[config.mk]
export PLATFORM = sky130hd
export DESIGN_NAME = tlul_adapter_reg
export DESIGN_NICKNAME = d
export VERILOG_FILES = /design/src/rtl/tluh_32_pkg.sv /design/src/rtl/tlul_adapter_reg_pkg.sv /design/src/rtl/tlul_req_chk.sv /design/src/rtl/tlul_adapter_reg.sv
export SDC_FILE = /design/constraint.sdc
export NUM_CORES = 1
export LEC_CHECK = 0
export CAP_MARGIN = 40
export CORE_MARGIN = 2
export CORE_UTILIZATION = 34
export DETAILED_ROUTE_END_ITERATION = 7
export PLACE_DENSITY = 0.88
export SETUP_SLACK_MARGIN = 0.15
export SYNTH_ARGS = -nofsm -noshare
export SYNTH_HDL_FRONTEND = slang
export SYNTH_SLANG_ARGS = --single-unit
[constraint.sdc]
create_clock -name clk_i -period 3.9 [get_ports clk_i]
set_clock_uncertainty 0.1 [all_clocks]
set_input_delay 0.78 -clock clk_i [delete_from_list [all_inputs] [get_ports clk_i]]
set_output_delay 0.78 -clock clk_i [all_outputs]
set_load 0.01 [all_outputs]
[src/rtl/tluh_32_pkg.sv]
// Shared TL-UL (32-bit data) type definitions.
// Holds the A/D channel structs, bus widths and the opcode enums used by every
// TL-UL endpoint in this slice.
package tluh_32_pkg;

    localparam int unsigned TL_AIW  = 8;           // source id width
    localparam int unsigned TL_DW   = 32;          // data width
    localparam int unsigned TL_DBW  = TL_DW / 8;   // byte lanes
    localparam int unsigned TL_SZW  = 2;           // size field width

    typedef enum logic [2:0] {
        PutFullData    = 3'h0,
        PutPartialData = 3'h1,
        Get            = 3'h4
    } tl_a_op_e;

    typedef enum logic [2:0] {
        AccessAck     = 3'h0,
        AccessAckData = 3'h1
    } tl_d_op_e;

    // Host to device: A channel request plus D channel ready.
    typedef struct packed {
        logic                a_valid;
        tl_a_op_e            a_opcode;
        logic [TL_SZW-1:0]   a_size;
        logic [TL_AIW-1:0]   a_source;
        logic [31:0]         a_address;
        logic [TL_DBW-1:0]   a_mask;
        logic [TL_DW-1:0]    a_data;
        logic                d_ready;
    } tl_h2d_t;

    // Device to host: D channel response plus A channel ready.
    typedef struct packed {
        logic                d_valid;
        tl_d_op_e            d_opcode;
        logic [2:0]          d_param;
        logic [TL_SZW-1:0]   d_size;
        logic [TL_AIW-1:0]   d_source;
        logic                d_sink;
        logic [TL_DW-1:0]    d_data;
        logic [3:0]          d_user;
        logic                d_error;
        logic                a_ready;
    } tl_d2h_t;

endpackage

[src/rtl/tlul_adapter_reg_pkg.sv]
// Local definitions for the TL-UL register adapter: response FSM states and
// a helper that returns the byte lanes a request of a given size may touch.
package tlul_adapter_reg_pkg;

    typedef enum logic {
        StIdle = 1'b0,
        StPend = 1'b1
    } adapter_state_e;

    // Byte lanes covered by a_size starting at byte offset addr_lo.
    // Sizes above a word return all lanes; such sizes are flagged elsewhere.
    function automatic logic [3:0] tl_size_lanes(input logic [1:0] size,
                                                 input logic [1:0] addr_lo);
        logic [3:0] lanes;
        case (size)
            2'd0:    lanes = 4'b0001 << addr_lo;
            2'd1:    lanes = 4'b0011 << {addr_lo[1], 1'b0};
            default: lanes = 4'b1111;
        endcase
        return lanes;
    endfunction

endpackage

[src/rtl/tlul_req_chk.sv]
// Combinational TL-UL A-channel request checker.
// Flags a request as erroneous on an illegal opcode, a non word-aligned
// address, a size above one word, a partial write (optional), an address
// beyond the register window (optional) or mask bits outside the lanes
// addressed by a_size/a_address.
// Ports:
//   a_opcode_i   in   request opcode
//   a_size_i     in   log2 of access size in bytes
//   a_address_i  in   full 32-bit byte address
//   a_mask_i     in   byte mask
//   err_o        out  request must be answered with d_error and no strobe
module tlul_req_chk
    import tluh_32_pkg::*;
    import tlul_adapter_reg_pkg::*;
#(
    parameter int unsigned RegAw           = 8,
    parameter bit          ErrOnPartialWr  = 1'b1,
    parameter bit          ErrOnOutOfRange = 1'b1
) (
    input  tl_a_op_e    a_opcode_i,
    input  logic [1:0]  a_size_i,
    input  logic [31:0] a_address_i,
    input  logic [3:0]  a_mask_i,
    output logic        err_o
);

    logic w_op_err;
    logic w_align_err;
    logic w_size_err;
    logic w_partial_err;
    logic w_range_err;
    logic w_mask_err;

    always_comb begin
        w_op_err = 1'b1;
        case (a_opcode_i)
            PutFullData, PutPartialData, Get: w_op_err = 1'b0;
            default:                          w_op_err = 1'b1;
        endcase
    end

    assign w_align_err   = (a_address_i[1:0] != 2'b00);
    assign w_size_err    = (a_size_i == 2'd3);
    assign w_partial_err = ErrOnPartialWr && (a_opcode_i == PutPartialData) &&
                           (a_mask_i != 4'hF);
    // Shift keeps only the bits above the register window.
    assign w_range_err   = ErrOnOutOfRange && ((a_address_i >> RegAw) != 32'h0);
    assign w_mask_err    = |(a_mask_i & ~tl_size_lanes(a_size_i, a_address_i[1:0]));

    assign err_o = w_op_err | w_align_err | w_size_err | w_partial_err |
                   w_range_err | w_mask_err;

endmodule

[src/rtl/tlul_adapter_reg.sv]
// TL-UL device endpoint to single-cycle register strobe adapter.
// Accepts Get/PutFullData/PutPartialData from a socket device port, fires a
// one-cycle read or write strobe in the accept cycle and returns the
// AccessAck/AccessAckData one cycle later. One transaction may be pending;
// a new request is accepted in the same cycle the pending response is taken.
// Optional build macro: TLUL_ADAPTER_REG_BUSY_EN adds reg_busy_i, which holds
// off acceptance (and therefore all strobes) while the peripheral is busy.
// Ports:
//   clk_i        in   clock
//   rst_ni       in   asynchronous active-low reset
//   tl_i         in   TL-UL request from the socket
//   tl_o         out  TL-UL response to the socket
//   reg_re_o     out  read strobe
//   reg_we_o     out  write strobe
//   reg_addr_o   out  word-aligned register address
//   reg_wdata_o  out  write data
//   reg_be_o     out  byte enables
//   reg_rdata_i  in   read data, valid alongside reg_re_o
//   reg_error_i  in   peripheral error, sampled alongside a strobe
//   reg_busy_i   in   (TLUL_ADAPTER_REG_BUSY_EN only) peripheral busy
module tlul_adapter_reg
    import tluh_32_pkg::*;
    import tlul_adapter_reg_pkg::*;
#(
    parameter int unsigned RegAw           = 8,
    parameter bit          ErrOnPartialWr  = 1'b1,
    parameter bit          ErrOnOutOfRange = 1'b1
) (
    input  logic             clk_i,
    input  logic             rst_ni,
    input  tl_h2d_t          tl_i,
    output tl_d2h_t          tl_o,
    output logic             reg_re_o,
    output logic             reg_we_o,
    output logic [RegAw-1:0] reg_addr_o,
    output logic [31:0]      reg_wdata_o,
    output logic [3:0]       reg_be_o,
    input  logic [31:0]      reg_rdata_i,
    input  logic             reg_error_i
`ifdef TLUL_ADAPTER_REG_BUSY_EN
    ,
    input  logic             reg_busy_i
`endif
);

    adapter_state_e r_state;
    adapter_state_e w_state_d;

    logic        w_busy;
    logic        w_pend;
    logic        w_a_ready;
    logic        w_accept;
    logic        w_rd;
    logic        w_wr;
    logic        w_err;
    logic        w_rsp_err;
    logic [31:0] w_rsp_data;

    tl_d_op_e    r_d_opcode;
    logic [1:0]  r_d_size;
    logic [7:0]  r_d_source;
    logic        r_d_error;
    logic [31:0] r_d_data;

`ifdef TLUL_ADAPTER_REG_BUSY_EN
    assign w_busy = reg_busy_i;
`else
    assign w_busy = 1'b0;
`endif

    tlul_req_chk #(
        .RegAw           (RegAw),
        .ErrOnPartialWr  (ErrOnPartialWr),
        .ErrOnOutOfRange (ErrOnOutOfRange)
    ) u_req_chk (
        .a_opcode_i  (tl_i.a_opcode),
        .a_size_i    (tl_i.a_size),
        .a_address_i (tl_i.a_address),
        .a_mask_i    (tl_i.a_mask),
        .err_o       (w_err)
    );

    assign w_pend = (r_state == StPend);
    // d_ready feeds a_ready combinationally so a response can retire and a
    // new request be accepted in the same cycle.
    assign w_a_ready = (~w_pend | tl_i.d_ready) & ~w_busy;
    assign w_accept  = tl_i.a_valid & w_a_ready;

    assign w_rd = (tl_i.a_opcode == Get);
    assign w_wr = (tl_i.a_opcode == PutFullData) | (tl_i.a_opcode == PutPartialData);

    assign reg_re_o    = w_accept & w_rd & ~w_err;
    assign reg_we_o    = w_accept & w_wr & ~w_err;
    assign reg_addr_o  = {tl_i.a_address[RegAw-1:2], 2'b00};
    assign reg_wdata_o = tl_i.a_data;
    assign reg_be_o    = tl_i.a_mask;

    assign w_rsp_err  = w_err | (reg_error_i & (reg_re_o | reg_we_o));
    // Read data is only returned for a read that completed without error.
    assign w_rsp_data = (reg_re_o & ~reg_error_i) ? reg_rdata_i : 32'h0;

    always_ff @(posedge clk_i or negedge rst_ni) begin
        if (!rst_ni) begin
            r_state <= StIdle;
        end else begin
            r_state <= w_state_d;
        end
    end

    always_comb begin
        w_state_d = r_state;
        case (r_state)
            StIdle: begin
                if (w_accept) begin
                    w_state_d = StPend;
                end
            end
            StPend: begin
                if (w_accept) begin
                    w_state_d = StPend;
                end else if (tl_i.d_ready) begin
                    w_state_d = StIdle;
                end
            end
            default: w_state_d = StIdle;
        endcase
    end

    always_ff @(posedge clk_i or negedge rst_ni) begin
        if (!rst_ni) begin
            r_d_opcode <= AccessAck;
            r_d_size   <= 2'd0;
            r_d_source <= 8'd0;
            r_d_error  <= 1'b0;
            r_d_data   <= 32'h0;
        end else if (w_accept) begin
            r_d_opcode <= w_rd ? AccessAckData : AccessAck;
            r_d_size   <= tl_i.a_size;
            r_d_source <= tl_i.a_source;
            r_d_error  <= w_rsp_err;
            r_d_data   <= w_rsp_data;
        end
    end

    always_comb begin
        tl_o          = '0;
        tl_o.d_valid  = w_pend;
        tl_o.d_opcode = r_d_opcode;
        tl_o.d_size   = r_d_size;
        tl_o.d_source = r_d_source;
        tl_o.d_data   = r_d_data;
        tl_o.d_error  = r_d_error;
        tl_o.a_ready  = w_a_ready;
    end

endmodule

==> results.json <==
{
  "status": "finished, final reports clean",
  "cp.arrival_ns": 2.55,
  "grt-ovfl-total": 0,
  "synth_edf_count": 0,
  "max-cap-violations": 0,
  "fp.coreArea_mm2": 0.00683,
  "synth_area_leaders": "dfrtp_1 (47%), buf_4 (18%), nand3_1 (6.8%), nand2_1 (5.7%), mux2_2 (4.7%)",
  "hp-class": "in2async",
  "p_leak_nw": 1.43,
  "grt_pass1_vias": 2097,
  "tightest_slew_ns": 0.511,
  "synth-xor-area-share_pct": 0,
  "syn_area_per_cell_um2": 9.30,
  "end_kind": "output port",
  "rrSetupSlack_ns": 2.08,
  "path_class": "in2out",
  "synth_compound_area_share_pct": 8.02,
  "num_io_pins": 220,
  "synth_seq_cells": 45,
  "clkSlewWorstSetupHoldPaths_ns": 0.08,
  "path_cells": "clkdlybuf4s50_1, nor4_2, nand3_1, a2111o_1, buf_4, nor3_2, dlymetal6s2s_1",
  "period_share_pct": 88.0,
  "numCtsBuffers": 5,
  "startpoint_type": "input port",
  "drc": 0,
  "wl_um": 6590,
  "ys_dominant_reg_cell": "dfrtp_1",
  "synth-adder-area-share_pct": 0,
  "start_util_pct": 35.4,
  "ir_drop_v": 0.000116,
  "nNetsFinal": 462,
  "tns_ns": 0,
  "cts_max_level": 2,
  "yosysMostFrequentCell": "buf_4",
  "hold_viol_final": 0,
  "via_per_inst": 4.83,
  "portBuffers": 131,
  "power_density_mw_per_mm2": 277,
  "yosysUniqueCellTypes": 30,
  "seq_area_frac_synth_pct": 46.6,
  "hold_slack_ns": 0.354,
  "grt_max_degree": 46,
  "r2r_cells": 5,
  "grt_pass1_wl_um": 10300,
  "slew_headroom_pct": 65.9,
  "synth_commonest_cells": "buf_4 (57), dfrtp_1 (45), nand2_1 (37), nand3_1 (33), o21ai_1 (18)",
  "die_w_um": 88.3,
  "root_buffer": "clkbuf_8",
  "setup_viol": 0,
  "clkSinkCount": 45,
  "die_h_um": 88.3,
  "vias": 2131,
  "crit_path_max_incr_delay_ns": 0.43,
  "synth.largest_area_cell": "dfrtp_1",
  "dp_hpwl_um": 5120,
  "synthMuxAreaShare_pct": 4.66,
  "synth_cells": 260,
  "slew_viol_final": 0,
  "n_antenna_cell": 0,
  "finalWorstPathRequiredPeriod_ns": 3.43,
  "ant_nets": 0,
  "dieArea_mm2": 0.00780,
  "place_congestion": 0.816,
  "timing.rr.end": "r_d_data[1]$_DFFE_PN0P_",
  "synth_area_mm2": 0.00242,
  "cts_tree": "yes",
  "drt_iter0_drc": 107,
  "area_delta_synth_final_pct": 48.6,
  "clockBufferDepth": 2,
  "worst_ep_required_time_ns": 3.02,
  "synth.top_cell.area_share_pct": 46.6,
  "fmax_mhz": 291,
  "synth_top_family_by_area": "buffers and inverters",
  "fp-row-count": 30,
  "antenna_found_initial": 0,
  "rsz0062_at_grt": "false",
  "gr-usage-all-layers_pct": 17.1,
  "drive_gt1_share_pct": 10.4,
  "synth_simple_gate_area_share_pct": 19.5,
  "synth-async-reset-ratio_pct": 100,
  "multi_input_area_um2": 857,
  "yosys_warnings": 0,
  "wl_per_cell_um": 14.9,
  "r2r_start": "r_state$_DFF_PN0_",
  "area.sequential_mm2": 0.00113,
  "slowest_stage": "clkdlybuf4s50_1",
  "firstDrtPassIters": 4,
  "crit_fanout": 3,
  "clk_latency_ns": 0.28,
  "fillers": 600
}
## per-layer routing
| layer | vias up | wire length [um] | part of all wire [%] | global-route usage [%] |
|---|---|---|---|---|
| li1 | 982 | - | - | - |
| met1 | 999 | 2630 | 40 | 20.4 |
| met2 | 121 | 3200 | 49 | 27.9 |
| met3 | 29 | 482 | 7.3 | 4.10 |
| met4 | 0 | 272 | 4.1 | 10.2 |
| met5 | - | 0 | 0 | 0 |
## final cells by class
cell class                 instances  area share (%)
clock buffer                       6            2.30
clock inverter                     2           0.383
inverter                           1           0.104
multi-input combinational        152            23.8
sequential                        45            31.3
tap                               96            3.34
timing repair buffer             139            38.7
## worst max-delay path: cells and delay by family
kind	cells	cell delay, ns
AND/OR/NAND/NOR	3	0.59
buffers and inverters	3	0.77
AO/OA/AOI/OAI	1	0.41
## kinds of logic after synthesis
group           count (synthesis)
buf+inv                        74
other cells                     1
compound gates                 36
mux                            10
flops                          45
simple gates                   94
## cell usage in the layout, fill, tap and decap left out, drive strengths merged, types with 2 or more instances in the layout
| master | count |
|---|---|
| clkdlybuf4s50 | 128 |
| dfrtp | 45 |
| nand2 | 37 |
| nand3 | 33 |
| o21ai | 33 |
| conb | 12 |
| mux2 | 10 |
| buf | 9 |
| nor4 | 7 |
| clkbuf | 6 |
| nor3 | 4 |
| nor3b | 3 |
| nand4 | 2 |
| dlymetal6s2s | 2 |
| nand2b | 2 |
| clkinv | 2 |
## stage by stage
stage / cell area, um2 / setup WS, ns / utilization [%] / power, mW / std cells
2_1_floorplan: 2460 / 1.03 / - / 0.611 / 271
3_3_place_gp: 3430 / 0.143 / 50.2 / 0.697 / 431
5_1_grt: 3590 / 0.352 / 52.6 / 1.05 / 441
3_5_place_dp: 3450 / 0.130 / 50.6 / 0.706 / 432
6_report: 3590 / 0.466 / 52.6 / 0.995 / 441
4_1_cts: 3560 / 0.151 / 52.2 / 1.01 / 440
## registers in the layout (all words and copies together), names as in the netlist
register	count
r_state	1
r_d_opcode	1
r_d_data	32
r_d_source	8
r_d_size	2
r_d_error	1
## how the worst max path moves through the flow
stage          slack [ns]  endpoint  startpoint  cells after the start
6_report             0.47  reg_we_o    tl_i[60]                      7
5_1_grt              0.35  reg_we_o    tl_i[60]                      7
4_1_cts              0.15  reg_we_o    tl_i[80]                      6
3_5_place_dp         0.13  reg_we_o    tl_i[80]                      6
3_3_place_gp         0.14  reg_re_o     tl_i[0]                      6
2_1_floorplan        1.03  reg_re_o    tl_i[46]                      5
## where the power goes
| part | leakage [nW] | total, mW | switching [mW] | internal (mW) |
|---|---|---|---|---|
| sequential | 0.597 | 0.491 | 0.00791 | 0.483 |
| combinational | 0.785 | 0.209 | 0.0812 | 0.128 |
| clock | 0.0512 | 0.296 | 0.152 | 0.144 |
## repair_timing
action,CTS,global route
endpoints found under the setup margin,2,2
pin swaps,0,2
resized for setup,2,5
hold buffers,0,0
setup buffers,0,1
Note: power is estimated with default switching activity, not from simulation.
